==> config.mk <==
export PLATFORM = sky130hd
export DESIGN_NAME = itlb
export DESIGN_NICKNAME = d
export VERILOG_FILES = /design/src/rtl/itlb.sv
export SDC_FILE = /design/constraint.sdc
export NUM_CORES = 1
export LEC_CHECK = 0
export CORE_ASPECT_RATIO = 1.5
export CORE_MARGIN = 3
export CORE_UTILIZATION = 44
export DETAILED_ROUTE_END_ITERATION = 7
export HOLD_SLACK_MARGIN = 0.02
export PLACE_DENSITY = 0.82
export SYNTH_ARGS = -nofsm -noshare
export SYNTH_HDL_FRONTEND = slang
export SYNTH_SLANG_ARGS = --single-unit
==> constraint.sdc <==
create_clock -name clk -period 2.5 [get_ports clk]
set_input_delay 0.375 -clock clk [delete_from_list [all_inputs] [get_ports clk]]
set_output_delay 0.375 -clock clk [all_outputs]
set_load 0.02 [all_outputs]
==> src/rtl/itlb.sv <==
// itlb -- fully-associative instruction TLB for the fetch stage.
//
// Translates the fetch VA to a PA combinationally when an entry matches. On a
// miss the fetch stage is stalled, one request is sent to the page table
// walker, and the response fills the round-robin victim entry.
//
// Optional feature macro: ITLB_PERF_CNT_EN
//   defined   -> F_itlb_hits / F_itlb_misses are saturating 16-bit counters
//   undefined -> both outputs are tied to zero and no counter flops exist
//
// Ports:
//   clk, rst         clock, synchronous active-high reset
//   F_va_valid/F_va  fetch VA presented this cycle
//   F_itlb_flush     invalidate all entries
//   F_pa             {PPN, offset}, zero unless F_itlb_hit
//   F_itlb_hit       lookup hit (only in IDLE)
//   F_itlb_stall     fetch must hold (valid VA without a hit)
//   Itlb_pa_request  one-cycle registered request pulse to the PTW
//   Itlb_va          miss VA, stable from request until response
//   F_ptw_valid      one-cycle PTW response pulse
//   F_ptw_pa         PPN returned for Itlb_va
//   F_itlb_hits      hit counter
//   F_itlb_misses    miss counter
//   dbg_state_o      current FSM state (0 IDLE, 1 REQ, 2 WAIT)
//
// PTW handshake: there is no ready/backpressure. Itlb_pa_request is a single
// cycle pulse; Itlb_va is held until the walker answers with a single-cycle
// F_ptw_valid pulse while the FSM is in WAIT. A walk cannot be cancelled, so a
// flush during a walk only marks the eventual response to be dropped.
module itlb #(
  parameter int VA_WIDTH    = 20,
  parameter int OFFSET_BITS = 12,
  parameter int PPN_WIDTH   = 8,
  parameter int ENTRIES     = 4
) (
  input  logic                             clk,
  input  logic                             rst,
  input  logic                             F_va_valid,
  input  logic [VA_WIDTH-1:0]              F_va,
  input  logic                             F_itlb_flush,
  output logic [PPN_WIDTH+OFFSET_BITS-1:0] F_pa,
  output logic                             F_itlb_hit,
  output logic                             F_itlb_stall,
  output logic                             Itlb_pa_request,
  output logic [VA_WIDTH-1:0]              Itlb_va,
  input  logic                             F_ptw_valid,
  input  logic [PPN_WIDTH-1:0]             F_ptw_pa,
  output logic [15:0]                      F_itlb_hits,
  output logic [15:0]                      F_itlb_misses,
  output logic [1:0]                       dbg_state_o
);

  localparam int VPN_W = VA_WIDTH - OFFSET_BITS;
  localparam int IDX_W = $clog2(ENTRIES);

  typedef enum logic [1:0] {
    S_IDLE = 2'd0,
    S_REQ  = 2'd1,
    S_WAIT = 2'd2
  } state_e;

  state_e               state_q;
  logic [ENTRIES-1:0]   valid_q;
  logic [VPN_W-1:0]     vpn_q [ENTRIES];
  logic [PPN_WIDTH-1:0] ppn_q [ENTRIES];
  logic [IDX_W-1:0]     victim_q;
  logic                 drop_q;
  logic                 req_q;
  logic [VA_WIDTH-1:0]  va_q;

  logic [VPN_W-1:0]     f_vpn;
  logic                 match_any;
  logic [PPN_WIDTH-1:0] match_ppn;
  logic                 miss;
  logic                 fill_en;

  assign f_vpn = F_va[VA_WIDTH-1:OFFSET_BITS];

  // Parallel lookup; scanning from the top down lets the lowest matching
  // index win should duplicates ever exist.
  always_comb begin
    match_any = 1'b0;
    match_ppn = '0;
    for (int i = ENTRIES - 1; i >= 0; i--) begin
      if (valid_q[i] && (vpn_q[i] == f_vpn)) begin
        match_any = 1'b1;
        match_ppn = ppn_q[i];
      end
    end
  end

  assign F_itlb_hit   = F_va_valid && (state_q == S_IDLE) && match_any;
  assign F_itlb_stall = F_va_valid && !F_itlb_hit;
  assign F_pa         = F_itlb_hit ? {match_ppn, F_va[OFFSET_BITS-1:0]} : '0;
  assign miss         = F_va_valid && (state_q == S_IDLE) && !match_any;

  // A response coinciding with a flush, or arriving after a flush during the
  // walk, is discarded and does not advance the victim pointer.
  assign fill_en = !rst && (state_q == S_WAIT) && F_ptw_valid && !drop_q && !F_itlb_flush;

  always_ff @(posedge clk) begin
    if (rst) begin
      state_q  <= S_IDLE;
      valid_q  <= '0;
      victim_q <= '0;
      drop_q   <= 1'b0;
      req_q    <= 1'b0;
      va_q     <= '0;
    end else begin
      req_q <= 1'b0;
      unique case (state_q)
        S_IDLE: begin
          if (miss) begin
            va_q    <= F_va;
            req_q   <= 1'b1;
            state_q <= S_REQ;
          end
        end
        S_REQ: state_q <= S_WAIT;
        S_WAIT: begin
          if (F_ptw_valid) begin
            state_q <= S_IDLE;
            drop_q  <= 1'b0;
            if (fill_en) begin
              valid_q[victim_q] <= 1'b1;
              victim_q          <= victim_q + 1'b1;
            end
          end
        end
        default: state_q <= S_IDLE;
      endcase
      if (F_itlb_flush) begin
        valid_q <= '0;
        // Mark an in-flight walk as stale unless it completes this very cycle.
        if ((state_q != S_IDLE) && !((state_q == S_WAIT) && F_ptw_valid)) begin
          drop_q <= 1'b1;
        end
      end
    end
  end

  always_ff @(posedge clk) begin
    if (fill_en) begin
      vpn_q[victim_q] <= va_q[VA_WIDTH-1:OFFSET_BITS];
      ppn_q[victim_q] <= F_ptw_pa;
    end
  end

  assign Itlb_pa_request = req_q;
  assign Itlb_va         = va_q;
  assign dbg_state_o     = state_q;

`ifdef ITLB_PERF_CNT_EN
  logic [15:0] hits_q, hits_d;
  logic [15:0] misses_q, misses_d;

  always_comb begin
    hits_d   = hits_q;
    misses_d = misses_q;
    if (F_itlb_hit && (hits_q != 16'hFFFF)) begin
      hits_d = hits_q + 16'd1;
    end
    if (miss && (misses_q != 16'hFFFF)) begin
      misses_d = misses_q + 16'd1;
    end
  end

  always_ff @(posedge clk) begin
    if (rst) begin
      hits_q   <= '0;
      misses_q <= '0;
    end else begin
      hits_q   <= hits_d;
      misses_q <= misses_d;
    end
  end

  assign F_itlb_hits   = hits_q;
  assign F_itlb_misses = misses_q;
`else
  assign F_itlb_hits   = '0;
  assign F_itlb_misses = '0;
`endif

endmodule
# After elaboration in Yosys (flattened, before gate mapping)
# Memory sizes are Yosys's and may differ from the RTL's.
# Cells that the tools add are included.
# word_totals
mem_count	2
regBits	30
ram_bits	64
latchBits	0
mem_bits_ro	0
# mem_list
memory	depth	word_bits	read_ports	rd_ports_with_merged_regs	write_ports	line	source
ppn_q	4	8	4	0	1	65	logic [PPN_WIDTH-1:0] ppn_q [ENTRIES];
vpn_q	4	8	4	0	1	64	logic [VPN_W-1:0] vpn_q [ENTRIES];
# classes
div_mod_pow	0
bitwise_logic	2
n_reduce_logical	28
order_cmp	2
n_mul	0
shift	0
muxes	21
eq_ne	8
addsub	1
# ops
cell	n
equality test 8 bit	4
2-to-1 mux 8 bit	4
2-to-1 mux 20 bit	1
logical AND 1 bit	15
2-to-1 mux 1 bit	12
logical NOT 1 bit	6
one-hot mux 2 bit (3 select lines)	1
2-to-1 mux 2 bit	2
inequality test 2 bit, second input constant	2
OR 4 bit	1
AND reduction 2 bit	2
OR reduction 2 bit	2
less-than comparator 2 x 3 -> 1 bit, second input constant	1
AND reduction 3 bit	1
adder 2 x 1 -> 2 bit, second input constant	1
demux 1 bit (select 2 bit)	1
equality test 2 x 1 -> 1 bit, second input constant	1
equality test 2 bit, second input constant	1
>= comparator 2 x 1 -> 1 bit, second input constant	1
logical NOT 2 bit	1
nonzero test 2 bit	1
inverter 1 bit	1

# Depth between registers and ports, before layout
# An unclocked memory read counts as a cell.
# logic_depth
depth_word	11
depth_mapped	10
ltp_nobuf	7

# Least setup slack after synthesis
# Ideal clock, no wire load.
# synth_path
path_kind	input to output
start	in F_va[16]
end	out F_pa[12]
n_path_buf	2
stages	8
required_ps	2125
arrival_time_ps	1992
slack_ps	133
cell_sequence	buf_6 > xnor2_4 > nand3_2 > or3_1 > buf_2 > nand2_4 > a221oi_1 > a211oi_1
# synth_between
elab_chain_cells	8
elab_cells_between_ends	18
classes_between	eq/ne: 4; mux: 9; reduce/logical: 5
# synth_rtl
item	line	source
start, declared	39	input logic [VA_WIDTH-1:0] F_va,
equality test 8 bit	85	if (valid_q[i] && (vpn_q[i] == f_vpn)) begin
logical AND 1 bit	85	
2-to-1 mux 1 bit (4 in series)	85	
logical AND 1 bit	92	assign F_itlb_hit = F_va_valid && (state_q == S_IDLE) && match_any;
2-to-1 mux 20 bit *	94	assign F_pa = F_itlb_hit ? {match_ppn, F_va[OFFSET_BITS-1:0]} : '0;
end, declared	41	output logic [PPN_WIDTH+OFFSET_BITS-1:0] F_pa,
# Every way passes the cells marked *; elsewhere a longest branch is shown, timed or not.

==> impl_metrics.xml <==
<?xml version="1.0" encoding="UTF-8"?>
<metrics>
  <group name="yosys">
    <metric name="ys_async_sr_fraction" unit="%">0</metric>
    <metric name="synth_area_leaders" unit="">edfxtp_1 43%, dfxtp_1 13%, buf_4 5.3%</metric>
    <metric name="synth-edff-count" unit="">64</metric>
    <metric name="synth_sequential_area_ratio" unit="%">56.09</metric>
    <metric name="synthesis.area" unit="sq um">4497</metric>
    <metric name="synth_area_leader" unit="">edfxtp_1</metric>
    <metric name="netlist_instances" unit="">347</metric>
    <metric name="yosys.area.top_type_share" unit="%">42.74</metric>
    <metric name="synth-main-ff-cell" unit="">edfxtp_1</metric>
    <metric name="average_footprint_of_a_synthesized_cell" unit="sq um">12.96</metric>
    <metric name="synth-warning-count" unit="">0</metric>
    <metric name="ys_ff_latch" unit="">94</metric>
    <metric name="post_synth_num_cell_types" unit="">42</metric>
  </group>
  <group name="setup_path">
    <metric name="critical_path_class" unit="">flip-flop to primary output</metric>
    <metric name="arrival_time_at_the_worst_endpoint" unit="ps">2360</metric>
    <metric name="critical_path.reg2reg.endpoint" unit="">Itlb_va[6]</metric>
    <metric name="timing.critical_path.from" unit="">vpn_q[0][3]</metric>
    <metric name="worstSetupEndpoint" unit="">F_pa[5]</metric>
    <metric name="worst_ep_required_time" unit="ps">2120</metric>
    <metric name="timing.reg2reg.setup_slack" unit="ps">520</metric>
    <metric name="r2r_start" unit="">vpn_q[0][3]</metric>
    <metric name="crit_path_start_kind" unit="">flip-flop</metric>
    <metric name="timing.critical_path.fanout_max" unit="">7</metric>
    <metric name="endpoint_kind_of_the_worst_setup_timing_path" unit="">primary output</metric>
    <metric name="timing.reg2reg.worst_path_depth" unit="">7</metric>
  </group>
  <group name="layout">
    <metric name="filler_instances" unit="">712</metric>
    <metric name="regArea" unit="sq um">2522</metric>
    <metric name="final-instance-count-excl-fill" unit="">570</metric>
    <metric name="multiInputGateArea" unit="sq um">2123</metric>
    <metric name="layout.nets" unit="">487</metric>
    <metric name="area_growth" unit="%">37.70</metric>
    <metric name="fin_util" unit="%">63.19</metric>
    <metric name="final_layout_size_suffix_gt1_share" unit="%">32.53</metric>
    <metric name="num_antenna_cells" unit="">0</metric>
  </group>
  <group name="detailed_routing">
    <metric name="via_count" unit="">2929</metric>
    <metric name="drt_drc_violations_left" unit="">0</metric>
    <metric name="wl_per_cell" unit="um">17.99</metric>
    <metric name="detail_route.iter0.violations" unit="">142</metric>
    <metric name="wirelength" unit="mm">10.25</metric>
    <metric name="firstDrtPassIters" unit="">4</metric>
    <metric name="via_density" unit="">5.139</metric>
    <metric name="final_antenna_net_count" unit="">0</metric>
  </group>
  <group name="sta">
    <metric name="timing_hold_violations_final" unit="">0</metric>
    <metric name="finalWorstSetupSlack" unit="ps">-233.0</metric>
    <metric name="clock-skew-final" unit="ps">9.969</metric>
    <metric name="timing.fmax" unit="MHz">365.9</metric>
    <metric name="layout_worst_path_cycle_share" unit="%">109.3</metric>
    <metric name="slew_viol_final" unit="">0</metric>
    <metric name="rsz0062_at_grt" unit="">true</metric>
    <metric name="worst_hold_slack" unit="ps">435.0</metric>
    <metric name="finish_stage_setup_viols" unit="">22</metric>
    <metric name="finalWorstPathRequiredPeriod" unit="ps">2733</metric>
  </group>
  <group name="placed_design">
    <metric name="port_buffers" unit="">77</metric>
    <metric name="globalplace.congestion" unit="">0.9465</metric>
    <metric name="numPlacedInstances" unit="">548</metric>
    <metric name="place_hpwl" unit="mm">6.231</metric>
  </group>
  <group name="grt">
    <metric name="number_of_global_route_vias_before_repair" unit="">3026</metric>
    <metric name="grt_usage" unit="%">18.80</metric>
    <metric name="antenna_found_initial" unit="">0</metric>
    <metric name="grt-ovfl-total" unit="">0</metric>
    <metric name="largest_net_degree_at_the_start_of_global_routing" unit="">47</metric>
    <metric name="grt_first_pass_wirelength" unit="mm">15.90</metric>
  </group>
  <group name="floorplan">
    <metric name="die_height" unit="um">129.8</metric>
    <metric name="die_width" unit="um">88.55</metric>
    <metric name="initial_utilization" unit="%">45.89</metric>
    <metric name="core_area" unit="sq um">9799</metric>
    <metric name="io-pin-count" unit="">110</metric>
    <metric name="fp.dieArea" unit="sq um">11490</metric>
    <metric name="rows" unit="">44</metric>
  </group>
  <group name="pwr">
    <metric name="cellLeakagePower" unit="nW">2.407</metric>
    <metric name="power.ir.vdd_worst" unit="mV">0.3752</metric>
    <metric name="design_power_total" unit="W">0.003536</metric>
    <metric name="power_per_cell_area" unit="nW/um^2">571.0</metric>
  </group>
  <group name="cts">
    <metric name="clk_root_buffer_cell" unit="">clkbuf_16</metric>
    <metric name="clk_pin_slew_worst_paths" unit="ps">70</metric>
    <metric name="tritoncts" unit="">done</metric>
    <metric name="worstSkewPairLatency" unit="ps">350</metric>
    <metric name="cts_sink_cnt" unit="">94</metric>
    <metric name="cts_max_path_bufs" unit="">2</metric>
    <metric name="cts_htree_levels" unit="">3</metric>
    <metric name="cts_made_buffers" unit="">9</metric>
  </group>
  <group name="status">
    <metric name="outcome" unit="">finished, violations left</metric>
    <metric name="violations" unit="">negative setup slack</metric>
  </group>
  <group name="hold_path">
    <metric name="worstHoldPathType" unit="">input pin to flip-flop</metric>
    <metric name="hold_path_depth" unit="">3</metric>
  </group>
  <group name="flow_run">
    <metric name="max-cap-violations" unit="">0</metric>
  </group>
</metrics>
[kinds of logic (layout without fill, tap and decap cells)]
logic type | count (synthesis) | in the layout | synth area share, %
simple gates | 114 | 115 | 15.94
flops | 94 | 94 | 56.09
buf+inv | 54 | 130 | 9.738
xor+xnor | 33 | 33 | 8.180
compound gates | 26 | 26 | 4.174
mux | 21 | 21 | 4.674
fa+ha+maj | 4 | 4 | 1.113
other cells | 1 | 32 | 0.08339
[through the flow]
stage | worst slack [ps] | area [sq um] | setup TNS [ps]
floorplan | 132.7 | 4613 | 0
global placement | -958.4 | 5351 | -19400
detailed placement | -1030 | 5351 | -21270
CTS | -148.9 | 6120 | -2715
global route | -320.6 | 6192 | -6131
finish | -233.0 | 6192 | -4291
[state kept, by name, indices dropped and copies added (netlist names)]
signal	flops
Itlb_pa_request	1
Itlb_va	20
dbg_state_o	2
drop_q	1
ppn_q	32
valid_q	4
victim_q	2
vpn_q	32
[cells in the final DEF (no fill, tap or decap), types with 4 or more instances in the layout]
| cell type | instances |
|---|---|
| clkbuf_16 | 11 |
| and2_4 | 13 |
| dlygate4sd2_1 | 5 |
| nand4_1 | 6 |
| dfxtp_1 | 30 |
| o22ai_1 | 4 |
| ha_1 | 4 |
| xnor2_4 | 12 |
| conb_1 | 32 |
| clkdlybuf4s50_1 | 47 |
| xnor2_2 | 19 |
| a221oi_1 | 4 |
| buf_6 | 21 |
| a21o_1 | 4 |
| mux2i_1 | 21 |
| nand3_2 | 5 |
| nand2_1 | 12 |
| nand2b_1 | 38 |
| edfxtp_1 | 64 |
| nor3_4 | 5 |
| buf_4 | 30 |
| and2_1 | 4 |
| nor2_1 | 9 |
[critical path: stages, from the launching register on]
cell and delay (ps):
edfxtp_1 490, xnor2_4 240, nand4_4 170, nor3_4 290
nor4_4 90, or2_4 280, buf_12 160, inv_12 60
and2_4 130, buf_6 110
[cells in the mapped netlist (2+ instances only)]
cell	count
nand3_1	6
xnor2_1	24
a221oi_1	8
ha_1	4
nor3_1	8
nor2_1	9
and2_1	17
nand2b_1	38
dfxtp_1	30
a211oi_1	4
nor3_4	2
o22ai_1	4
inv_1	2
or2b_1	2
or3_1	2
nand4_2	2
o21ai_0	4
a21o_1	4
nor2b_1	2
buf_4	32
nand2_1	12
nand4_1	6
xnor2_2	8
buf_6	12
clkbuf_1	5
edfxtp_1	64
mux2i_1	21
[layout make-up]
type,instances,area share [%]
timing repair inverter,1,0.1819
tap,115,2.324
inverter,3,0.3839
multi-input combinational,231,34.29
clock inverter,4,0.5052
sequential,94,40.74
clock buffer,12,4.668
timing repair buffer,110,16.91
[how the worst min path moves through the flow]
stage / from / end / slack (ps)
after floorplan: valid_q[0] / valid_q[0] / 430
after global placement: valid_q[0] / valid_q[0] / 440
after detailed placement: valid_q[0] / valid_q[0] / 440
after CTS: valid_q[0] / valid_q[0] / 460
after global routing: F_va[14] / Itlb_va[14] / 450
final: F_va[14] / Itlb_va[14] / 440
[metal layers]
| metal | global-route usage [%] | wire [um] | share of wire, % | vias up |
|---|---|---|---|---|
| met5 | 0 | 0 | 0 | - |
| met4 | 9.609 | 385 | 3.8 | 0 |
| met3 | 5.370 | 736 | 7.2 | 31 |
| met2 | 33.49 | 5510 | 54 | 145 |
| met1 | 19.79 | 3622 | 35 | 1392 |
| li1 | - | - | - | 1361 |
[what timing repair did]
item | in CTS | in global routing
pin swaps | 29 | 13
cloned | 2 | 0
buffers inserted | 3 | 1
hold endpoints to repair | 0 | 0
setup endpoints to repair | 22 | 22
resized for setup | 207 | 19
hold buffers | 0 | 0
[power by group]
group / internal [W] / switching [W] / total [W]
combinational: 0.000196 / 0.000216 / 0.000412
sequential: 0.00169 / 0.0000265 / 0.00172
clock: 0.000829 / 0.000578 / 0.00141
total: 0.00271 / 0.000821 / 0.00354
Note: power is estimated with default switching activity, not from simulation.
